**src/rtl/lms_fir_err.sv**
```systemverilog
// Filter/error stage of the 16-tap LMS adaptive filter: serial MAC over the tap delay line, then e = d - y.
// Optional build macro LMS_FIR_ROUND_EN rounds the Q-format output half toward +inf instead of flooring.
module lms_fir_err #(
  parameter int TAPS  = 16,
  parameter int DW    = 14,
  parameter int WW    = 32,
  parameter int WFRAC = 25
) (
  input  logic                 clk,
  input  logic                 rstn,
  input  logic [DW-1:0]        x_in,
  input  logic [DW-1:0]        d_in,
  input  logic                 in_valid,
  output logic                 in_ready,
  input  logic [TAPS*WW-1:0]   weights,
  output logic [TAPS*DW-1:0]   reff,
  output logic [DW-1:0]        y_out,
  output logic [DW-1:0]        e_out,
  output logic                 out_valid,
  output logic                 weight_cal_state
);

  localparam int IW = $clog2(TAPS);
  localparam int PW = DW + WW;
  localparam int AW = PW + IW;

  localparam logic signed [AW-1:0] Y_MAX = {{(AW-DW+1){1'b0}}, {(DW-1){1'b1}}};
  localparam logic signed [AW-1:0] Y_MIN = {{(AW-DW+1){1'b1}}, {(DW-1){1'b0}}};
  localparam logic signed [DW-1:0] S_MAX = {1'b0, {(DW-1){1'b1}}};
  localparam logic signed [DW-1:0] S_MIN = {1'b1, {(DW-1){1'b0}}};
  localparam logic [IW-1:0]        LAST_IDX = IW'(TAPS - 1);

  typedef enum logic [1:0] {IDLE, MAC, ERR, UPD} state_t;

  state_t                state_q, state_d;
  logic signed [DW-1:0]  reff_q [TAPS];
  logic signed [DW-1:0]  reff_d [TAPS];
  logic signed [DW-1:0]  d_q, d_d, y_q, y_d, e_q, e_d;
  logic signed [AW-1:0]  acc_q, acc_d;
  logic [IW-1:0]         idx_q, idx_d;
  logic                  pulse_q, pulse_d;

  logic signed [WW-1:0]  w_sel;
  logic signed [DW-1:0]  x_sel;
  logic signed [PW-1:0]  prod;
  logic signed [AW-1:0]  acc_rnd, acc_shift;
  logic signed [DW-1:0]  y_sat, e_sat;
  logic signed [DW:0]    e_wide;

  always_comb begin
    w_sel = $signed(weights[idx_q*WW +: WW]);
    x_sel = reff_q[idx_q];
    prod  = PW'(w_sel) * PW'(x_sel);
`ifdef LMS_FIR_ROUND_EN
    acc_rnd = acc_q + (AW'(1) <<< (WFRAC - 1));
`else
    acc_rnd = acc_q;
`endif
    acc_shift = acc_rnd >>> WFRAC;
    if (acc_shift > Y_MAX) begin
      y_sat = S_MAX;
    end else if (acc_shift < Y_MIN) begin
      y_sat = S_MIN;
    end else begin
      y_sat = acc_shift[DW-1:0];
    end
    // One extra bit is enough for d - y; overflow shows as the top two bits disagreeing.
    e_wide = {d_q[DW-1], d_q} - {y_sat[DW-1], y_sat};
    if (e_wide[DW] != e_wide[DW-1]) begin
      e_sat = e_wide[DW] ? S_MIN : S_MAX;
    end else begin
      e_sat = e_wide[DW-1:0];
    end
  end

  always_comb begin
    state_d = state_q;
    reff_d  = reff_q;
    d_d     = d_q;
    acc_d   = acc_q;
    idx_d   = idx_q;
    y_d     = y_q;
    e_d     = e_q;
    pulse_d = 1'b0;
    case (state_q)
      IDLE: begin
        if (in_valid && in_ready) begin
          reff_d[0] = x_in;
          for (int k = 1; k < TAPS; k++) reff_d[k] = reff_q[k-1];
          d_d     = d_in;
          acc_d   = '0;
          idx_d   = '0;
          state_d = MAC;
        end
      end
      MAC: begin
        acc_d = acc_q + AW'(prod);
        idx_d = idx_q + IW'(1);
        if (idx_q == LAST_IDX) state_d = ERR;
      end
      ERR: begin
        y_d     = y_sat;
        e_d     = e_sat;
        state_d = UPD;
      end
      UPD: begin
        pulse_d = 1'b1;
        state_d = IDLE;
      end
      default: state_d = IDLE;
    endcase
  end

  always_ff @(posedge clk or negedge rstn) begin
    if (!rstn) begin
      state_q <= IDLE;
      reff_q  <= '{default: '0};
      d_q     <= '0;
      acc_q   <= '0;
      idx_q   <= '0;
      y_q     <= '0;
      e_q     <= '0;
      pulse_q <= 1'b0;
    end else begin
      state_q <= state_d;
      reff_q  <= reff_d;
      d_q     <= d_d;
      acc_q   <= acc_d;
      idx_q   <= idx_d;
      y_q     <= y_d;
      e_q     <= e_d;
      pulse_q <= pulse_d;
    end
  end

  // The strobe cycle is not an accepting cycle, so a held in_valid waits one more edge.
  assign in_ready         = (state_q == IDLE) && !pulse_q;
  assign out_valid        = pulse_q;
  assign weight_cal_state = pulse_q;
  assign y_out            = y_q;
  assign e_out            = e_q;

  for (genvar g = 0; g < TAPS; g++) begin : g_reff
    assign reff[g*DW +: DW] = reff_q[g];
  end

endmodule
```
**config.mk**
```make
export PLATFORM = sky130hd
export DESIGN_NAME = lms_fir_err
export DESIGN_NICKNAME = d
export VERILOG_FILES = /design/src/rtl/lms_fir_err.sv
export SDC_FILE = /design/constraint.sdc
export NUM_CORES = 2
export LEC_CHECK = 0
export CORE_AREA = 2 2 313 315
export DETAILED_ROUTE_END_ITERATION = 8
export DIE_AREA = 0 0 315 317
export GPL_TIMING_DRIVEN = 0
export PLACE_DENSITY = 0.6
export SETUP_SLACK_MARGIN = 0.15
export SYNTH_ARGS = -nofsm -noshare
export SYNTH_HDL_FRONTEND = slang
export SYNTH_SLANG_ARGS = --single-unit
```
**constraint.sdc**
```tcl
create_clock -name clk -period 17.8 [get_ports clk]
set_clock_uncertainty 0.05 [all_clocks]
set_input_delay 2.67 -clock clk [delete_from_list [all_inputs] [get_ports clk]]
set_output_delay 2.67 -clock clk [all_outputs]
set_load 0.005 [all_outputs]
```
* Word level (Yosys, flattened, before mapping)
Index checks and enable logic that the tools add are counted. Widths: inputs -> output; s select.
Cells by class: add/sub/neg operators 3, $mul 1, $lt $le $gt $ge 3, equal/unequal tests 7, shift-type cells 1, multiplexer cells 15, bitwise gates (word level) 1, reductions and logical operators 8
Operators by type and width (number):
- $shiftx 512x10->32 | 1
- $pmux 50 s2 | 1
- $mux 14 | 6
- $bmux 14 s4 | 1
- $add 50x46->50 | 1
- $mux 50 | 1
- $mul 32x14->46 | 1
- $gt 25x14->1 const B | 1
- $lt 25x14->1 const B | 1
- $sub 14x14->15 | 1
- $pmux 2 s4 | 1
- $pmux 4 s2 | 1
- $reduce_and 2->1 | 3
- $ge 5x5->1 const B | 1
- $not 4->5 | 1
- $add 4x1->4 const B | 1
- $eq 2x2->1 const B | 2
- $eq 4x4->1 const B | 1
- $mux 2 | 2
- $mux 4 | 1
- $ne 2x2->1 const B | 2
- $eq 2x1->1 const B | 1
- $logic_and 1x1->1 | 2
- $logic_not 2->1 | 1
- 4 further kinds | 4
Storage, ports and cells: register bits after elaboration 323, input port bits 543, output and inout port bits 255, word-level logic and storage cells 62

* Longest topological paths before layout
depth after elaboration 7, gate-level depth with buffers 33

* Least setup slack after synthesis
Ideal clock, no wire load.
kind in2reg, from input weights[511], to register acc_q[47], setup time 122 ps, data arrival time 9815 ps, data required time 17628 ps, slack 7813 ps, stages on the path 23, buffers on the path 2, cells stage by stage mux4_2 mux4_2 clkbuf_1 nand2_1 inv_1 fa_1 fa_1 fa_1 fa_1 fa_1 inv_1 fa_1 inv_1 ha_1 clkbuf_1 a21o_1 a21o_1 a21oi_1 o2111ai_1 o21ai_0 a21oi_1 or3_1 a32o_1
On the way: longest elaborated chain between the ends 4
Ends and longest elaborated chain:
- start, declared | RTL line 15 | input logic [TAPS*WW-1:0] weights,
- $shiftx 512x10->32 | RTL line 51 | w_sel = $signed(weights[idx_q*WW +: WW]);
- $mul 32x14->46 | RTL line 53 | prod = PW'(w_sel) * PW'(x_sel);
- $add 50x46->50 | RTL line 97 | acc_d = acc_q + AW'(prod);
- $pmux 50 s2 | RTL line 85 | case (state_q)
- end signal, assigned | RTL line 119 | acc_q <= '0;
- end signal, assigned | RTL line 128 | acc_q <= acc_d;
- end, declared | RTL line 39 | logic signed [AW-1:0] acc_q, acc_d;
Every way passes these cells. A chain may end at the register's enable or synchronous reset.

* Worst setup path after layout
from register idx_q[1], to register acc_q[49]
On the way: longest elaborated chain between the ends 7
Ends and longest elaborated chain:
- start, declared | RTL line 40 | logic [IW-1:0] idx_q, idx_d;
- start signal, assigned | RTL line 129 | idx_q <= idx_d;
- parallel branches: the longest is 4 deep, another holds $shiftx 512x10->32
- $mul 32x14->46 (*) | RTL line 53
- $add 50x46->50 (*) | RTL line 97
- $pmux 50 s2 (*) | RTL line 85
Mark *: on every way between the ends. The select of a mux whose other input is x is not followed.

==> reports/metrics.yaml <==
critical_path:
  critPathMaxStageDelay_ns: 1.05
  reg2reg_slack_ns: 6.40
  critical_path.reg2reg.startpoint: "idx_q[1]$_DFFE_PN0P_"
  worst_path_most_repeated_cell: "sky130_fd_sc_hd__fa_1"
  cp.arrival_ns: 11.82
  reg2regPathDepth: 29
  critical_path_class: "reg2reg"
  start_kind: "flip-flop"
  timing.rr.end: "acc_q[49]$_DFFE_PN0P_"
  crit_end: "acc_q[49]$_DFFE_PN0P_"
  critPathMaxFanout: 15
  critical_path_required_ns: 18.23
  cpMaxStageDelayCell: "sky130_fd_sc_hd__clkbuf_1"
  setup.worst_path.end_class: "flip-flop"
  critPathLaunch: "idx_q[1]$_DFFE_PN0P_"
place:
  weighted_congestion_reported_at_the_end_of_routability_driven_placement: 0.9474
  io_buffers: 797
  dpl_cell_area_mm2: 0.04591
  detailedPlace.worstSlack_ns: 5.949
  dpl.hpwl_um: 137900
min_path:
  hold_path.class: "reg2reg"
  hp-start: "acc_q[6]$_DFFE_PN0P_"
cts:
  cts-root-to-sink-buffers: 3
  clk_root_buffer_cell: "sky130_fd_sc_hd__clkbuf_16"
  clk_pin_slew_ns: 0.06
  number_of_gates_resized_after_cts: 0
  postCtsSetupBuffers: 0
  cts_buffers: 39
  worstSkewPairLatency_ns: 0.60
  cts.hold.buffers_added: 0
  clock_sinks: 323
  cts_tree: "built"
  clock_tree.htree_level_count: 2
sta:
  postLayoutSetupSlackWorst_ns: 6.403
  slew_violations: 0
  slew_margin_rel: 0.005950
  fmaxAchievable_ghz: 0.08774
  tns_ns: 0
  post-route-min-period_ns: 11.40
  worstMarginPinSlew_ns: 1.491
  setup_viol_count_final: 0
  final_hold_viol_count: 0
  final_period_utilization: 0.6403
  unrepaired_setup_endpoints_after_global_routing: "false"
floorplan:
  die-area_mm2: 0.09986
  fp.dieW_um: 315
  fp-row-count: 114
  initial_utilization: 0.3763
  chipHeight_um: 317
  core-area_mm2: 0.09628
  io_pins: 798
logic_synthesis:
  synth_cell_types: 66
  synth_cells: 3362
  synth.avg_cell_area_um2: 10.78
  yosys.area_share.adder: 0.3232
  synth_edf_count: 0
  netlist_area_mm2: 0.03623
  synth_area_leaders: "sky130_fd_sc_hd__fa_1 27%, sky130_fd_sc_hd__dfrtp_1 22%, sky130_fd_sc_hd__mux4_2 12%"
  synth_compound_area_frac: 0.05664
  synth.mux.area_fraction: 0.2182
  yosys_warnings: 0
  yosysSeqAreaShare: 0.2231
  synth_xor_area_frac: 0.01426
  synth_flop_cell: "sky130_fd_sc_hd__dfrtp_1"
  synth_top_family_by_area: "adder cells"
  syn_nets: 4544
  synth_top_area_cell: "sky130_fd_sc_hd__fa_1"
  synth.top_cell.area_share: 0.2719
  synth_simple_gate_area_share: 0.08086
  ys_seq_elements: 323
  synth-async-reset-ratio: 1.000
global_routing:
  initial_antenna_violation_count: 37
  grt.overflow.total: 0
  grt_first_pass_wirelength_um: 228700
  grt_max_degree: 104
  grt_usage: 0.3249
  grt_pass1_vias: 31630
drt:
  wl_um: 162700
  via_count: 30360
  detail_route.wl_per_cell_um: 29.45
  drt_iter0_drc: 2495
  viasPerCell: 5.495
  detail-route-antenna-nets: 0
  drt_pre_antenna_iters: 6
  drc_errors: 0
layout:
  multi_input_area_mm2: 0.02511
  layout.filler_cells: 9048
  leading_cell_type_in_the_layout_fill_and_taps_excluded: "sky130_fd_sc_hd__clkdlybuf4s50_1"
  areaGrowthSynthToFinish_pct: 30.71
  finalNetCount: 5387
  final_cell_area_mm2: 0.04735
  layout_common_cells: "796 x sky130_fd_sc_hd__clkdlybuf4s50_1, 627 x sky130_fd_sc_hd__inv_1, 492 x sky130_fd_sc_hd__fa_1, 323 x sky130_fd_sc_hd__dfrtp_1, 308 x sky130_fd_sc_hd__nand2_1"
  postLayoutCoreUtil: 0.4918
  post_route_cells_drive_above_1_share: 0.1376
  seq_area_mm2: 0.008083
status:
  violations: "max-capacitance violations"
  outcome: "finished with violations"
flow_run:
  max_cap_viol_count: 1
==> cell usage after synthesis, types with 4 or more instances <==
library cell,instances
sky130_fd_sc_hd__a31oi_1,10
sky130_fd_sc_hd__nor2_1,274
sky130_fd_sc_hd__or3_1,6
sky130_fd_sc_hd__nand4_1,14
sky130_fd_sc_hd__a21oi_1,82
sky130_fd_sc_hd__clkbuf_1,123
sky130_fd_sc_hd__o31ai_1,4
sky130_fd_sc_hd__a21o_1,17
sky130_fd_sc_hd__mux4_2,198
sky130_fd_sc_hd__a22o_1,8
sky130_fd_sc_hd__mux2_2,273
sky130_fd_sc_hd__nand2b_1,9
sky130_fd_sc_hd__o21ai_1,27
sky130_fd_sc_hd__o22ai_1,12
sky130_fd_sc_hd__dfrtp_1,323
sky130_fd_sc_hd__nor2b_1,35
sky130_fd_sc_hd__xor2_1,20
sky130_fd_sc_hd__ha_1,147
sky130_fd_sc_hd__o21ai_0,96
sky130_fd_sc_hd__nor4_1,4
sky130_fd_sc_hd__nand3_1,15
sky130_fd_sc_hd__and2_1,7
sky130_fd_sc_hd__buf_2,27
sky130_fd_sc_hd__nor3_1,10
sky130_fd_sc_hd__fa_1,492
sky130_fd_sc_hd__inv_1,627
sky130_fd_sc_hd__o21a_1,30
sky130_fd_sc_hd__buf_1,20
sky130_fd_sc_hd__a211o_1,4
sky130_fd_sc_hd__mux2i_1,37
sky130_fd_sc_hd__xnor2_1,39
sky130_fd_sc_hd__nand2_1,308
sky130_fd_sc_hd__a211oi_1,4
sky130_fd_sc_hd__o21bai_1,8
==> how the worst min path moves through the flow <==
stage / to / slack [ns] / cells past startpoint
global route: acc_q[0]$_DFFE_PN0P_ / 0.47 / 1
detailed placement: acc_q[6]$_DFFE_PN0P_ / 0.43 / 2
global placement: acc_q[6]$_DFFE_PN0P_ / 0.42 / 2
CTS: acc_q[6]$_DFFE_PN0P_ / 0.44 / 2
floorplan: acc_q[5]$_DFFE_PN0P_ / 0.40 / 2
finish: acc_q[6]$_DFFE_PN0P_ / 0.45 / 2
==> registers in the layout (all words and copies together) (netlist names) <==
name,flops
reff,224
acc_q,50
d_q,14
e_out,14
y_out,14
idx_q,4
state_q,2
out_valid,1
==> worst max-delay path, delay by kind of cell (launching register included) <==
| family | cells | cell delay [ns] |
|---|---|---|
| AOI/OAI and AO/OA | 8 | 2.24 |
| adders and majority gates | 7 | 3.36 |
| buffers and inverters | 9 | 3.34 |
| DFF | 1 | 0.34 |
| muxes | 2 | 0.64 |
| and+or+nand+nor | 3 | 1.27 |
==> layout make-up <==
class                   count  share of cell area
clock inverters            16            0.005708
inverters                 627             0.04971
clock buffers              51             0.02347
well taps                1276             0.03372
diodes                     18           0.0009513
repair buffers            802              0.1710
flip-flops and latches    323              0.1707
plain buffers             171             0.01438
multi-input cells        2241              0.5304
==> kinds of logic (layout without fill, tap and decap cells) <==
logic type / after synthesis / count (layout)
xor+xnor: 59 / 59
fa+ha+maj: 641 / 641
other cells: 0 / 18
buf+inv: 798 / 1667
simple gates: 701 / 701
compound gates: 332 / 332
mux: 508 / 508
flops: 323 / 323
==> stage by stage <==
step | hold slack, ns | std cells
2_1_floorplan | 0.3998 | 3362
3_3_place_gp | 0.4168 | 5435
3_5_place_dp | 0.4297 | 5439
4_1_cts | 0.4438 | 5506
5_1_grt | 0.4726 | 5518
6_report | 0.4451 | 5525
==> layer usage <==
metal / GRT usage / up-vias / wire (um)
li1: - / 12680 / -
met1: 0.4092 / 15870 / 62210
met2: 0.5316 / 1538 / 77800
met3: 0.09508 / 264 / 16290
met4: 0.1188 / 12 / 6294
met5: 0 / - / 86
Power is not shown: default switching activity piles up to over one toggle a cycle in this logic, so the estimate is an artifact.
